## config.mk

```make
export PLATFORM = sky130hd
export DESIGN_NAME = proc_mc
export DESIGN_NICKNAME = d
export VERILOG_FILES = /design/src/rtl/proc_pkg.sv /design/src/rtl/proc_alu.sv /design/src/rtl/proc_mc.sv
export SDC_FILE = /design/constraint.sdc
export NUM_CORES = 1
export LEC_CHECK = 0
export ABC_AREA = 1
export BUFFER_PORTS_ARGS = -buffer_cell sky130_fd_sc_hd__buf_2
export CORE_MARGIN = 4
export CORE_UTILIZATION = 49
export CTS_BUF_LIST = sky130_fd_sc_hd__clkbuf_4
export CTS_CLUSTER_DIAMETER = 120
export DETAILED_ROUTE_END_ITERATION = 10
export GPL_TIMING_DRIVEN = 1
export PLACE_DENSITY = 0.69
export SETUP_SLACK_MARGIN = 0.2
export SLEW_MARGIN = 5
export SYNTH_ARGS = -nofsm -noshare
export SYNTH_HDL_FRONTEND = slang
export SYNTH_SLANG_ARGS = --single-unit
```

## constraint.sdc

```tcl
create_clock -name clk -period 6.2 [get_ports clk]
set_clock_uncertainty 0.05 [all_clocks]
set_input_delay 1.24 -clock clk [delete_from_list [all_inputs] [get_ports clk]]
set_output_delay 1.24 -clock clk [all_outputs]
set_load 0.01 [all_outputs]
```

## src/rtl/proc_pkg.sv

```systemverilog
`default_nettype none
// +----------------------------------------------------------------------------+
// | proc_pkg : opcodes, FSM state and ALU operation types for the proc cores     |
// | Revision : 1.0                                                               |
// +----------------------------------------------------------------------------+
package proc_pkg;

  localparam logic [3:0] OP_NOP  = 4'h0;
  localparam logic [3:0] OP_LD   = 4'h1;
  localparam logic [3:0] OP_ST   = 4'h2;
  localparam logic [3:0] OP_ADD  = 4'h3;
  localparam logic [3:0] OP_SUB  = 4'h4;
  localparam logic [3:0] OP_AND  = 4'h5;
  localparam logic [3:0] OP_OR   = 4'h6;
  localparam logic [3:0] OP_XOR  = 4'h7;
  localparam logic [3:0] OP_JMP  = 4'h8;
  localparam logic [3:0] OP_JZ   = 4'h9;
  localparam logic [3:0] OP_JN   = 4'hA;
  localparam logic [3:0] OP_LDI  = 4'hB;
  localparam logic [3:0] OP_CALL = 4'hC;
  localparam logic [3:0] OP_RET  = 4'hD;
  localparam logic [3:0] OP_RSVD = 4'hE;
  localparam logic [3:0] OP_HALT = 4'hF;

  typedef enum logic [1:0] {
    S_FETCH  = 2'd0,
    S_DECODE = 2'd1,
    S_MEM    = 2'd2,
    S_HALT   = 2'd3
  } state_t;

  typedef enum logic [2:0] {
    ALU_PASS = 3'd0,
    ALU_ADD  = 3'd1,
    ALU_SUB  = 3'd2,
    ALU_AND  = 3'd3,
    ALU_OR   = 3'd4,
    ALU_XOR  = 3'd5
  } alu_op_t;

  // LD passes the memory operand straight through; ST never reaches the ALU.
  function automatic alu_op_t alu_op_of(input logic [3:0] opcode);
    alu_op_t op;
    case (opcode)
      OP_ADD:  op = ALU_ADD;
      OP_SUB:  op = ALU_SUB;
      OP_AND:  op = ALU_AND;
      OP_OR:   op = ALU_OR;
      OP_XOR:  op = ALU_XOR;
      default: op = ALU_PASS;
    endcase
    return op;
  endfunction

  function automatic logic is_mem_op(input logic [3:0] opcode);
    return (opcode >= OP_LD) && (opcode <= OP_XOR);
  endfunction

endpackage
`default_nettype wire

```

## src/rtl/proc_alu.sv

```systemverilog
`default_nettype none
// +----------------------------------------------------------------------------+
// | proc_alu : combinational accumulator ALU, two's complement, modulo 2^DATA_W  |
// | Revision : 1.0                                                               |
// +----------------------------------------------------------------------------+
module proc_alu
  import proc_pkg::*;
#(
  parameter int DATA_W = 32
) (
  input  alu_op_t           op_i,
  input  logic [DATA_W-1:0] a_i,
  input  logic [DATA_W-1:0] b_i,
  output logic [DATA_W-1:0] y_o
);

  always_comb begin
    y_o = b_i;
    case (op_i)
      ALU_ADD:  y_o = a_i + b_i;
      ALU_SUB:  y_o = a_i - b_i;
      ALU_AND:  y_o = a_i & b_i;
      ALU_OR:   y_o = a_i | b_i;
      ALU_XOR:  y_o = a_i ^ b_i;
      default:  y_o = b_i;
    endcase
  end

endmodule
`default_nettype wire

```

## src/rtl/proc_mc.sv

```systemverilog
`default_nettype none
// +----------------------------------------------------------------------------+
// | proc_mc  : multi-cycle accumulator core, sync instruction ROM, req/ack dmem  |
// |            Optional CALL/RET return stack enabled by macro PROC_STACK_EN     |
// | Revision : 1.0                                                               |
// +----------------------------------------------------------------------------+
module proc_mc
  import proc_pkg::*;
#(
  parameter int  DATA_W      = 32,
  parameter int  ADDR_W      = 8,
  parameter int  STACK_DEPTH = 4,
  localparam int INSTR_W     = 4 + ADDR_W
) (
  input  logic               clk,
  input  logic               rst,
  output logic [ADDR_W-1:0]  imem_addr,
  input  logic [INSTR_W-1:0] imem_data,
  output logic               dmem_req,
  output logic               dmem_we,
  output logic [ADDR_W-1:0]  dmem_addr,
  output logic [DATA_W-1:0]  dmem_wdata,
  input  logic [DATA_W-1:0]  dmem_rdata,
  input  logic               dmem_ack,
  output logic               halted,
  output logic               stack_err
);

  if (DATA_W < 8 || DATA_W < ADDR_W || STACK_DEPTH < 2 ||
      (STACK_DEPTH & (STACK_DEPTH - 1)) != 0) begin : g_param_check
    $error("proc_mc: need DATA_W >= max(8, ADDR_W) and STACK_DEPTH a power of two >= 2");
  end

  state_t              state_q;
  logic [ADDR_W-1:0]   pc_q;
  logic [DATA_W-1:0]   acc_q;
  logic [INSTR_W-1:0]  ir_q;
  logic                dmem_req_q;
  logic                dmem_we_q;
  logic                halted_q;

  logic [3:0]          dec_op;
  logic [ADDR_W-1:0]   dec_k;
  logic [3:0]          mem_op;
  logic [ADDR_W-1:0]   pc_inc;
  logic [DATA_W-1:0]   ldi_val;
  logic [DATA_W-1:0]   alu_res;

  // Decode works on the ROM output directly; ir_q only serves the S_MEM phase.
  assign dec_op  = imem_data[INSTR_W-1:ADDR_W];
  assign dec_k   = imem_data[ADDR_W-1:0];
  assign mem_op  = ir_q[INSTR_W-1:ADDR_W];
  assign pc_inc  = pc_q + 1'b1;
  assign ldi_val = DATA_W'($signed(dec_k));

  proc_alu #(
    .DATA_W (DATA_W)
  ) u_alu (
    .op_i (alu_op_of(mem_op)),
    .a_i  (acc_q),
    .b_i  (dmem_rdata),
    .y_o  (alu_res)
  );

`ifdef PROC_STACK_EN
  localparam int             IDX_W   = $clog2(STACK_DEPTH);
  localparam logic [IDX_W:0] SP_FULL = (IDX_W + 1)'(STACK_DEPTH);

  logic [ADDR_W-1:0] stk_q [STACK_DEPTH];
  logic [IDX_W:0]    sp_q;
  logic [IDX_W:0]    sp_dec;
  logic              stack_err_q;
  logic              push_en;

  assign sp_dec  = sp_q - 1'b1;
  assign push_en = (state_q == S_DECODE) && (dec_op == OP_CALL) && (sp_q != SP_FULL);

  always_ff @(posedge clk) begin
    if (push_en) begin
      stk_q[sp_q[IDX_W-1:0]] <= pc_inc;
    end
  end

  assign stack_err = stack_err_q;
`else
  assign stack_err = 1'b0;
`endif

  always_ff @(posedge clk or posedge rst) begin
    if (rst) begin
      state_q     <= S_FETCH;
      pc_q        <= '0;
      acc_q       <= '0;
      ir_q        <= '0;
      dmem_req_q  <= 1'b0;
      dmem_we_q   <= 1'b0;
      halted_q    <= 1'b0;
`ifdef PROC_STACK_EN
      sp_q        <= '0;
      stack_err_q <= 1'b0;
`endif
    end else begin
      case (state_q)
        S_FETCH: begin
          state_q <= S_DECODE;
        end

        S_DECODE: begin
          ir_q    <= imem_data;
          state_q <= S_FETCH;
          pc_q    <= pc_inc;
          if (is_mem_op(dec_op)) begin
            state_q    <= S_MEM;
            pc_q       <= pc_q;
            dmem_req_q <= 1'b1;
            dmem_we_q  <= (dec_op == OP_ST);
          end else begin
            case (dec_op)
              OP_JMP:  pc_q <= dec_k;
              OP_JZ:   if (acc_q == '0) pc_q <= dec_k;
              OP_JN:   if (acc_q[DATA_W-1]) pc_q <= dec_k;
              OP_LDI:  acc_q <= ldi_val;
`ifdef PROC_STACK_EN
              OP_CALL: begin
                if (sp_q == SP_FULL) begin
                  stack_err_q <= 1'b1;
                  halted_q    <= 1'b1;
                  state_q     <= S_HALT;
                  pc_q        <= pc_q;
                end else begin
                  sp_q <= sp_q + 1'b1;
                  pc_q <= dec_k;
                end
              end
              OP_RET: begin
                if (sp_q == '0) begin
                  stack_err_q <= 1'b1;
                  halted_q    <= 1'b1;
                  state_q     <= S_HALT;
                  pc_q        <= pc_q;
                end else begin
                  sp_q <= sp_dec;
                  pc_q <= stk_q[sp_dec[IDX_W-1:0]];
                end
              end
`endif
              OP_HALT: begin
                halted_q <= 1'b1;
                state_q  <= S_HALT;
                pc_q     <= pc_q;
              end
              default: ;
            endcase
          end
        end

        S_MEM: begin
          if (dmem_ack) begin
            if (mem_op != OP_ST) begin
              acc_q <= alu_res;
            end
            pc_q       <= pc_inc;
            dmem_req_q <= 1'b0;
            dmem_we_q  <= 1'b0;
            state_q    <= S_FETCH;
          end
        end

        S_HALT: ;

        default: state_q <= S_FETCH;
      endcase
    end
  end

  assign imem_addr  = pc_q;
  assign dmem_req   = dmem_req_q;
  assign dmem_we    = dmem_we_q;
  assign dmem_addr  = ir_q[ADDR_W-1:0];
  assign dmem_wdata = acc_q;
  assign halted     = halted_q;

endmodule
`default_nettype wire

```

After elaboration in Yosys (flattened, before gate mapping)
Index checks and enable logic that the tools add are counted.
- bitwise operators: 4
- equal/unequal tests: 25
- $add $sub $neg: 3
- muxes and demuxes: 22
- reductions and logical operators: 10
- order comparisons: 2
- operator list (operator ; number):
    one-hot mux 32 bit (5 select lines) ; 1
    2-to-1 mux 32 bit ; 4
    one-hot mux 32 bit (2 select lines) ; 1
    adder 32 bit ; 1
    AND 32 bit ; 1
    logical NOT 32 bit ; 1
    2-to-1 mux 8 bit ; 4
    bitwise OR 32 bit ; 1
    one-hot mux 8 bit (4 select lines) ; 1
    subtractor 32 bit ; 1
    bitwise XOR 32 bit ; 1
    equality test 4 bit (second input constant) ; 5
    equality test 4 x 3 -> 1 bit (second input constant) ; 4
    one-hot mux 8 bit (2 select lines) ; 1
    one-hot mux 3 bit (5 select lines) ; 1
    != test 2 bit (second input constant) ; 5
    adder 8 x 1 -> 8 bit (second input constant) ; 1
    equality test 4 x 2 -> 1 bit (second input constant) ; 2
    equality test 3 x 2 -> 1 bit (second input constant) ; 2
    equality test 3 bit (second input constant) ; 2
    2-to-1 mux 2 bit ; 3
    one-hot mux 2 bit (3 select lines) ; 1
    AND reduction 3 bit ; 2
    AND reduction 5 bit ; 1
    16 further kinds ; 19
- register bits after elaboration: 57
- word-level logic and storage cells: 73
- output and inout port bits: 52
- input port bits: 47

Longest topological paths before layout
Gate-level depths: netlist of run 1.
- depth after elaboration: 7
- mapped depth: 26
- gate-level depth less buffers: 26

Modules after synthesis
A second synthesis of run 1 with hierarchy kept.
- cell total of the unflattened synthesis: 1451
- area total of the unflattened synthesis: 8385.5 µm²
- modules (own cells, without submodules) (module ; times used ; area an instance (µm²) ; cells an instance ; sequential area each (µm²)):
    proc_alu ; 1 ; 5285.1 ; 1004 ; 0.0
    proc_mc ; 1 ; 3100.5 ; 447 ; 1426.4

Worst setup path before layout of run 1
Ideal clock, no wire load.
- path kind: input -> register
- start point: in dmem_rdata[1]
- end point: reg acc_q[27] (netlist: dmem_wdata[27])
- setup time: 0.073 ns
- path buffers: 0
- cell stages on the path: 23
- data arrival time: 3.614 ns
- setup slack: 2.463 ns
- required time: 6.077 ns
- path through: inv_1 > ha_1 > inv_1 > nor2_2 > nand3_2 > nor2_2 > nand2_2 > o21ai_2 > nand2_1 > xor2_1 > ha_1 > nand2_1 > inv_1 > nand2_1 > nand2_1 > o21bai_1 > a21oi_1 > nand2_1 > nand2_1 > nand3_1 > nand2_1 > nand2_1 > a21oi_2
- word-level cells in the longest chain between the ends: 5
- elaborated cells between the ends (all ways): 6
- those cells by class: 2 x add/sub; 4 x mux
- ends and longest elaborated chain (what ; line ; RTL):
    start: declaration ; proc_mc.sv:23 ; input logic [DATA_W-1:0] dmem_rdata,
    subtractor 32 bit / adder 32 bit (equally long branches) ; proc_alu.sv:21, proc_alu.sv:20 ;
    one-hot mux 32 bit (5 select lines) (*) ; proc_alu.sv:19 ; case (op_i)
    2-to-1 mux 32 bit (*) ; proc_mc.sv:159 ; if (mem_op != OP_ST) begin
    2-to-1 mux 32 bit (*) ; proc_mc.sv:158 ; if (dmem_ack) begin
    one-hot mux 32 bit (2 select lines) (*) ; proc_mc.sv:103 ; case (state_q)
    end signal: assignment ; proc_mc.sv:122 ; OP_LDI: acc_q <= ldi_val;
    end signal: assignment ; proc_mc.sv:160 ; acc_q <= alu_res;
    end: declaration ; proc_mc.sv:36 ; logic [DATA_W-1:0] acc_q;
Mark *: on every way between the ends. The rest lies on a longest branch, timed or not. The select of a mux whose other input is x is not followed.
A chain may end at the register's enable or synchronous reset.

Worst setup path in the final report of run 1
- start point: in dmem_rdata[1]
- end point: reg acc_q[31] (netlist: dmem_wdata[31])
Same word-level chain as after synthesis.

==> results of run 1 <==
-- per-stage QoR --
stage                     power (uW)  cell area [um^2]  hold slack, ns  std cells
after floorplan                 3368              8080          0.3931       1289
after global placement          4281              8613          0.3986       1568
after detailed placement        4312              8613          0.4042       1568
after CTS                       4637              8747          0.4330       1584
after global routing            5208              8750          0.4449       1585
final                           4694              8750          0.4326       1585
-- power groups by stage --
stage | logic [uW] | registers (uW) | clock network (uW)
floorplan | 2560 | 806 | 0
global placement | 3450 | 832 | 0
detailed placement | 3480 | 833 | 0
CTS | 3500 | 829 | 312
global route | 4020 | 862 | 327
finish | 3550 | 839 | 306
-- worst paths after layout --
kind / slack (ns) / end / from / cells after the start
setup / recovery: 2.14 / dmem_wdata[31] / dmem_rdata[1] / 23
max in group asynchronous: 4.63 / ir_q[6] / rst / 3
min in group asynchronous: 0.92 / dmem_wdata[15] / rst / 3
hold reg to reg: 0.43 / halted / halted / 1
hold / removal: 0.43 / halted / halted / 1
setup reg to reg: 2.40 / dmem_wdata[16] / ir_q[10] / 17
-- final cells by class --
cell class / instances / area share [%]
antenna: 1 / 0.02860
multi-input combinational: 965 / 63.32
sequential: 57 / 16.30
tap: 216 / 3.089
timing repair buffer: 101 / 5.892
inverter: 229 / 9.838
clock inverter: 6 / 0.6721
clock buffer: 10 / 0.8580
-- per-layer routing --
layer	GRT usage (%)	share of wire, %
met1	41.68	45
met2	49.39	45
met4	11.31	2.6
met3	5.848	7.3
met5	0	0.047
-- sequential cells by signal, indices dropped and copies added, names as in the netlist --
signal      cells
dmem_we         1
dmem_wdata     32
ir_q           12
state_q         2
imem_addr       8
halted          1
dmem_req        1
-- synthesized netlist by cell type (10+ instances only) --
library cell	n
a21oi_1	50
a221oi_1	11
buf_2	15
buf_4	10
dfrtp_1	57
ha_1	100
inv_1	216
inv_2	12
nand2_1	396
nand2_2	10
nand3_1	61
nand3b_1	10
nand4_1	15
nor2_1	107
o2111a_1	12
o21ai_0	52
or2_2	11
xor2_1	34
-- kinds of logic after synthesis --
family / Yosys count / share of synthesized area, %
buffers and inverters: 267 / 13.78
xor gates and xnor gates: 34 / 3.685
and+or+nand+nor: 645 / 34.10
AOI/OAI and AO/OA: 184 / 15.00
DFF: 57 / 17.65
other: 1 / 0.04641
adders and majority gates: 101 / 15.73
==> impl_metrics.tcl, run 1 <==
set metrics [dict create \
    relSlewSlack_pct 32.02 \
    finish.utilization_pct 54.68 \
    fin_nets 1511 \
    clock_latency_ns 0.49 \
    path_cells "buf_2, inv_1, ha_1, inv_1, nor2_2, nand3_2, nor2_2, nand2_2, o21ai_2, nand2_1, xor2_1, ha_1, nand2_1, nor2_1, nand2_1, nor2_1, nand2_1, nand2_1, nand2_1, nand3_1, nand2_1, nand2_1, a21oi_2" \
    postCtsSetupRepairBufs 0 \
    seq_area_um2 1426 \
    htree_levels 3 \
    final.min_clock_period_ns 4.063 \
    slowest_delay_ns 0.36 \
    p_sw_share_pct 59.71 \
    crit_arrival_ns 4.34 \
    seqPwrFrac_pct 17.9 \
    netlist_area_um2 8080 \
    critPathSlowestCell "ha_1" \
    track_usage_pct 30.95 \
    antenna_left 0 \
    yosys_register_bits 57 \
    cts_root_buffer "clkbuf_4" \
    critical_path_class "primary input to flip-flop" \
    switching_power_uw 2803 \
    peakVddDrop_mv 0.2694 \
    num_rows 46 \
    drive_gt1_share_pct 13.23 \
    hold_viol_final 0 \
    fill_cells 1719 \
    io_pins 99 \
    avgRoutedWirePerCell_um 17.38 \
    multiInputGateArea_um2 5540 \
    routabilityCongestion 0.9729 \
    vias 8626 \
    antenna_found_initial 2 \
    drv_slew 0 \
    synth_cell_types 50 \
    synth_nets 1437 \
    grt_max_degree 58 \
    worstSetupStartpointType "primary input" \
    post-place-ws_ns 1.718 \
    netlist.area_leader.share_pct 18.40 \
    fin_ws_ns 2.137 \
    status "complete, no violations" \
    drc_errors 0 \
    layout_commonest_cell "nand2_1" \
    tightest_slew_ns 1.017 \
    finalSetupViolations 0 \
    overflow 0 \
    hp-class "flip-flop to flip-flop" \
    clkPwrFrac_pct 6.5 \
    dieHeight_um 136.4 \
    min_period_over_period_pct 65.54 \
    crit_required_ns 6.48 \
    async_flop_share_pct 100.0 \
    rsz0062_at_grt "false" \
    clk_pin_slew_ns 0.11 \
    layout_common_cells "396 x nand2_1, 215 x inv_1, 107 x nor2_1, 100 x ha_1, 97 x buf_2" \
    finalSetupTns_ns 0 \
    yosys_warnings 0 \
    drv_cap 0 \
    die_w_um 136.4 \
    yosysSeqAreaShare_pct 17.65 \
    path_max_fanout 5 \
    synth.largest_area_cell "nand2_1" \
    cts_max_path_buffers 2 \
    grt_pass1_vias 8416 \
    tritoncts "built" \
    critical_path_buf_inv_count 3 \
    fmaxAchievable_mhz 246.1 \
    p_leak_uw 0.004861 \
    detail_route.vias_per_cell 5.442 \
    cts_resized 0 \
    syn_inst 1289 \
    comb_power_share_pct 75.6 \
    avgSynthCellArea_um2 6.269 \
    grt_pass1_wl_mm 44.53 \
    first_iter_violations 847 \
    first_pass_iters 7 \
    p_int_uw 1891 \
    synthTopCellsByArea "nand2_1 18%, dfrtp_1 18%, ha_1 15%" \
    wirelength_mm 27.54 \
    coreArea_um2 16000 \
    clock-sinks 57 \
    initial_core_util_pct 50.50 \
    syn_to_final_growth_pct 8.284 \
    power_density_nw_per_um2 536.5 \
    hold_buffers 0 \
    ys.flop_type "dfrtp_1" \
    crit_top_cell "nand2_1" \
    numCtsBuffers 9 \
    synth_edf_count 0 \
    port_buffers 97 \
    cp-end-kind "flip-flop" \
    die_area_um2 18610 \
    crit_family "simple AND/OR/NAND/NOR gates" \
    post-dp-hpwl_mm 21.03 \
]
No activity file was read; power rests on OpenSTA's default activity.
==> inputs of run 2 (changes only) <==
Settings changed: ABC_AREA 1 to 0, PLACE_DENSITY 0.69 to 0.72.
Clock period 6.2 ns to 3.6 ns, I/O delays scaled along.
==> run 2 against run 1 <==
  * Design area rose by 7.9%
  * Sequential cell count unchanged
  * Highest routed layer is now met4
  * Synthesized cell count fell by 27%
  * Core utilization is 10 points higher
  * Largest power group unchanged
==> impl_metrics.tcl, run 2 <==
set metrics [dict create \
    status "complete, no violations" \
    rsz0062_at_grt "true" \
    clk_pin_slew_ns 0.13 \
    numCtsBuffers 9 \
    crit_family "compound AO/OA/AOI/OAI gates" \
    layout_commonest_cell "buf_4" \
    dr.max_layer_used "met4" \
    track_usage_pct 28.68 \
    peakVddDrop_mv 0.4635 \
    post-route-cell-area_um2 9444 \
    largest_reg_flops 32 \
    synth_edf_count 0 \
    path_max_fanout 5 \
    ys.flop_type "dfrtp_1" \
    yosys_register_bits 57 \
    synth_most_common_cell "ha_1" \
    avgRoutedWirePerCell_um 18.37 \
    overflow 0 \
    port_buffers 97 \
    clock_latency_ns 0.46 \
    relSlewSlack_pct 29.37 \
    die_area_um2 16950 \
    coreArea_um2 14590 \
    drv_slew 0 \
    p_leak_uw 0.004442 \
    drive_gt1_share_pct 32.72 \
    path_cells "buf_2, inv_2, ha_4, nand3_2, nor2_4, nand2_4, buf_4, o41ai_2, xnor2_1, ha_1, nand2_1, o21ai_0, a32oi_1, nand2_2, mux2_2, o221ai_1" \
    initial_core_util_pct 50.16 \
    worstSetupStartpointType "primary input" \
    synth_commonest_cells "100 x ha_1, 86 x o21ai_0, 85 x nand2_1" \
    drc_errors 0 \
    io_pins 99 \
    htree_levels 3 \
    fin_nets 1283 \
    stdcell_count 1325 \
    fmaxAchievable_mhz 296.8 \
    clock-sinks 57 \
    netlist_area_um2 7318 \
    critical_path_buf_inv_count 3 \
    first_iter_violations 656 \
    synth.largest_area_cell "dfrtp_1" \
    min_period_over_period_pct 93.60 \
    yosys_warnings 0 \
    route.layer.met1.wl_mm 10.80 \
    wl_met2_mm 11.60 \
    critPathSlowestCell "ha_1" \
    synth_cell_types 73 \
    grt_max_degree 50 \
    first_pass_iters 5 \
    finalSetupViolations 0 \
    power_density_nw_per_um2 964.2 \
    netlist.area_leader.share_pct 19.49 \
    final.min_clock_period_ns 3.369 \
    num_rows 44 \
    cts_max_path_buffers 2 \
    synthTopCellsByArea "dfrtp_1 19%, ha_1 17%, o21ai_0 5.9%" \
    worstHoldStart "halted" \
    avgSynthCellArea_um2 7.769 \
    slowest_delay_ns 0.38 \
    post-dp-hpwl_mm 17.88 \
    layout_common_cells "138 x buf_4, 95 x ha_1, 92 x buf_2, 78 x inv_1, 78 x nand2_1" \
    tritoncts "built" \
    dp.cells 1294 \
    drv_cap 0 \
    antenna_left 0 \
    detail_route.vias_per_cell 5.918 \
    vias 7841 \
    wl_met3_mm 1.346 \
    crit_arrival_ns 3.70 \
    placed_area_um2 8822 \
    timing.rr.start "ir_q[11]" \
    synth_nets 1090 \
    antenna_found_initial 1 \
    dieHeight_um 130.2 \
    cts_root_buffer "clkbuf_4" \
    critical_path.startpoint "dmem_rdata[1]" \
    tightest_slew_ns 1.058 \
    cp-end-kind "flip-flop" \
    grt_pass1_wl_mm 38.74 \
    grt_pass1_vias 7572 \
    whs_ns 0.4310 \
    critical_path_class "primary input to flip-flop" \
    crit_required_ns 3.93 \
    async_flop_share_pct 100.0 \
    syn_to_final_growth_pct 29.05 \
    yosysSeqAreaShare_pct 19.49 \
    hp-class "flip-flop to flip-flop" \
    wirelength_mm 24.34 \
    syn_inst 942 \
    die_w_um 130.2 \
    routabilityCongestion 1.001 \
    hold_viol_final 0 \
]
-- run 2: cell types whose count changed in the layout (fill, tap and decap cells not counted), moves of 23 or more --
cell	change
buf_4	+134
inv_1	-137
mux2_2	+33
nand2_1	-318
nand3_1	-50
nor2_1	-39
o21ai_0	+23
xnor2_1	+44
-- run 2: area by class of cell --
class                           instances  area, um^2
Multi-Input combinational cell        748        5744
Inverter                               81       304.0
Sequential cell                        57        1426
Fill cell                            1247        5145
Timing Repair Buffer                  238        1594
Clock inverter                          6       67.56
Tap cell                              184       230.2
Antenna cell                            1       2.502
Clock buffer                           10       75.07
-- run 2: cell families after synthesis --
logic type / count (synthesis) / synth area share (%)
DFF: 57 / 19.49
buffers and inverters: 137 / 7.642
xor gates and xnor gates: 58 / 6.941
other: 1 / 0.05124
and+or+nand+nor: 246 / 15.83
AOI/OAI and AO/OA: 303 / 26.77
muxes: 39 / 5.899
adders and majority gates: 101 / 17.37
-- run 2: power breakdown --
part	internal (uW)	switching, uW	leakage, uW
Clock	221	300	0.0000730
Sequential	961	488	0.000669
Combinational	3260	3880	0.00370
Total	4440	4670	0.00444
-- run 2: metal layers --
metal / vias up / GRT usage (%)
li1: 3778 / -
met5: - / 0
met1: 3760 / 38.22
met2: 261 / 47.65
met3: 42 / 3.971
met4: 0 / 10.09
-- run 2: final timing paths --
| path | end | slack (ns) | cells after the start |
|---|---|---|---|
| setup / recovery | dmem_wdata[23] | 0.23 | 16 |
| hold / removal | halted | 0.43 | 1 |
| setup reg to reg | dmem_wdata[19] | 0.32 | 15 |
| hold reg to reg | halted | 0.43 | 1 |
| max in group asynchronous | dmem_wdata[24] | 2.31 | 3 |
| min in group asynchronous | dmem_wdata[8] | 0.45 | 2 |
-- run 2: repair_timing --
action / 4_1_cts / 5_1_grt
pin swaps: 11 / 62
hold buffers: 0 / 0
gates resized for setup: 8 / 75
endpoints found under the setup margin: 10 / 16
endpoints found under the hold margin: 0 / 0
setup buffers: 4 / 10
-- run 2: metrics by stage --
stage	power (uW)	setup TNS, ns	utilization, %	worst slack [ns]
finish	9106	0	64.73	0.2306
detailed placement	7948	-3.903	60.47	-0.3431
CTS	8592	0	61.92	0.1723
floorplan	5589	0	-	0.1155
global route	9895	0	64.73	0.06291
global placement	7842	-2.975	60.47	-0.2826
==> inputs of run 3 (changes only) <==
Settings changed: CELL_PAD_IN_SITES_DETAIL_PLACEMENT set to 1, CELL_PAD_IN_SITES_GLOBAL_PLACEMENT set to 2, CORE_UTILIZATION 49 to 32, PLACE_DENSITY 0.72 to unset, PLACE_DENSITY_LB_ADDON set to 0.1.
==> run 3 against run 2 <==
  * Global-route usage decreased by 5.4 points
  * First-iteration DRC count decreased by 25%
  * Routed wire length increased by 24%
  * Clock-buffer cell count decreased by 1
  * Sequential power about the same
  * Clock power decreased by 12%
  * Total power increased by 9.4%
  * Register-to-register slack got worse by 0.02 ns
  * Worst hold slack got worse by 0.32 ns
  * Via count increased by 1.7%
  * Design area increased by 7.3%
  * Die area increased by 50%
  * Critical path type unchanged
  * Largest power group unchanged
==> impl_metrics.tcl, run 3 (synthesis results as in run 2) <==
set metrics [dict create \
    clk_pin_slew_ns 0.15 \
    initial_core_util_pct 32.42 \
    placed_area_um2 9279 \
    crit_family "simple AND/OR/NAND/NOR gates" \
    crit_required_ns 3.90 \
    htree_levels 3 \
    post-place-ws_ns -0.5160 \
    finalSetupViolations 0 \
    overflow 0 \
    drv_slew 0 \
    wl_met2_mm 14.70 \
    clkPwrFrac_pct 4.6 \
    first_iter_violations 492 \
    numCtsBuffers 9 \
    status "complete, no violations" \
    p_leak_uw 0.004741 \
    rsz0062_at_grt "true" \
    crit_arrival_ns 3.73 \
    min_period_over_period_pct 95.02 \
    largest_reg_flops 32 \
    whs_ns 0.1131 \
    fin_ws_ns 0.1792 \
    cp-end-kind "flip-flop" \
    worstSetupStartpointType "primary input" \
    path_max_fanout 8 \
    p_sw_share_pct 52.00 \
    io_pins 99 \
    post-route-cell-area_um2 10140 \
    relSlewSlack_pct 55.28 \
    dieHeight_um 159.2 \
    path_cells "buf_6, or4_4, nand2b_4, nor3_4, nand2_4, o21ai_1, xnor2_1, ha_4, a21oi_2, o21a_1, a211oi_2, o22ai_2, xnor2_1, a31oi_1" \
    grt_pass1_vias 8419 \
    track_usage_pct 23.28 \
    coreArea_um2 22570 \
    die_w_um 159.2 \
    peakVddDrop_mv 0.3946 \
    power_density_nw_per_um2 982.5 \
    layout_common_cells "186 x buf_4, 93 x buf_2, 92 x ha_1, 78 x inv_1, 75 x nand2_1" \
    port_buffers 97 \
    wl_met3_mm 1.136 \
    hold_viol_final 0 \
    antenna_left 0 \
    critical_path_class "primary input to flip-flop" \
    first_pass_iters 4 \
    drc_errors 0 \
    die_area_um2 25350 \
    syn_to_final_growth_pct 38.50 \
    avgRoutedWirePerCell_um 20.51 \
    route.layer.met1.wl_mm 14.07 \
    clock_latency_ns 0.47 \
    grt_pass1_wl_mm 47.65 \
    wirelength_mm 30.25 \
    clock-sinks 57 \
    detail_route.vias_per_cell 5.409 \
    num_rows 55 \
    critPathSlowestCell "or4_4" \
    layout_commonest_cell "buf_4" \
    grt_max_degree 50 \
    post-dp-hpwl_mm 23.00 \
    fill_cells 2767 \
    critical_path_buf_inv_count 1 \
    antenna_found_initial 1 \
    seqPwrFrac_pct 14.7 \
    fin_nets 1332 \
    final.min_clock_period_ns 3.421 \
    tightest_slew_ns 0.6694 \
    cts_max_path_buffers 2 \
    drv_cap 0 \
    switching_power_uw 5179 \
    cts_root_buffer "clkbuf_4" \
    drive_gt1_share_pct 38.18 \
    routabilityCongestion 0.8983 \
    crit_top_cell "xnor2_1" \
    dr.max_layer_used "met4" \
    p_int_uw 4780 \
    comb_power_share_pct 80.7 \
    vias 7978 \
    hp-class "primary input to asynchronous set/reset pin" \
    tritoncts "built" \
    slowest_delay_ns 0.53 \
    fmaxAchievable_mhz 292.3 \
]
==> run 3: cell types whose count changed in the layout (fill, tap and decap cells not counted), sizes merged <==
cell / delta
buf: +49
bufinv: -1
clkbuf: -1
clkinv: +3
inv: -1
==> run 3: cell type report <==
cell class / instances / area [um^2] / area share, %
Clock inverter: 7 / 37.54 / 0.3703
Tap cell: 285 / 356.6 / 3.518
Sequential cell: 57 / 1429 / 14.10
Inverter: 81 / 304.0 / 3.000
Clock buffer: 9 / 67.56 / 0.6666
Antenna cell: 1 / 2.502 / 0.02469
Timing Repair Buffer: 287 / 1973 / 19.47
Multi-Input combinational cell: 748 / 5966 / 58.86
==> run 3: repair_timing <==
item                                    4_1_cts  5_1_grt
cloned                                        0        0
resized for setup                            20      108
buffers inserted                              3       20
pin swaps                                    12       70
hold buffers                                  0        0
endpoints found under the setup margin       15       17
==> run 3: stage by stage <==
| stage | power, uW | cells | TNS, ns | utilization (%) |
|---|---|---|---|---|
| after floorplan | 5589 | 942 | 0 | - |
| after global placement | 8511 | 1435 | -6.047 | 41.11 |
| after detailed placement | 8610 | 1435 | -6.801 | 41.11 |
| after CTS | 9230 | 1454 | 0 | 42.07 |
| after global routing | 10850 | 1475 | 0 | 44.91 |
| final | 9958 | 1475 | 0 | 44.91 |
==> run 3: power by group through the flow <==
stage | clock (uW) | combinational, uW | sequential [uW]
after floorplan | 0 | 4180 | 1410
after global placement | 0 | 7040 | 1470
after detailed placement | 0 | 7140 | 1470
after CTS | 467 | 7300 | 1460
after global routing | 507 | 8810 | 1530
final | 457 | 8040 | 1470
==> run 3: path summary, 6_finish.rpt <==
check	slack, ns	end	from	cells past startpoint
setup / recovery	0.18	dmem_wdata[31]	dmem_rdata[14]	14
hold / removal	0.11	ir_q[4]	rst	2
setup reg to reg	0.30	dmem_wdata[25]	ir_q[11]	15
hold reg to reg	0.42	halted	halted	1
max in group asynchronous	2.80	ir_q[9]	rst	3
min in group clk	0.42	halted	halted	1
==> run 3: metal layers <==
| metal | up-vias | track usage (%) |
|---|---|---|
| met5 | - | 0 |
| met4 | 0 | 3.393 |
| met3 | 17 | 3.288 |
| met2 | 154 | 39.93 |
| met1 | 3943 | 31.90 |
| li1 | 3864 | - |
==> run 3: worst reg2reg max path, stage by stage, from the launching register on <==
cell and delay [ns]:
dfrtp_1 0.39, nand2b_4 0.16, nor3_4 0.20, buf_12 0.15
buf_4 0.13, a21oi_1 0.05, xnor2_1 0.13, ha_1 0.37
a21oi_1 0.15, or3_1 0.40, o211ai_1 0.17, a31oi_4 0.08
o311a_4 0.37, o21ai_2 0.18, xnor2_2 0.15, o22ai_1 0.10
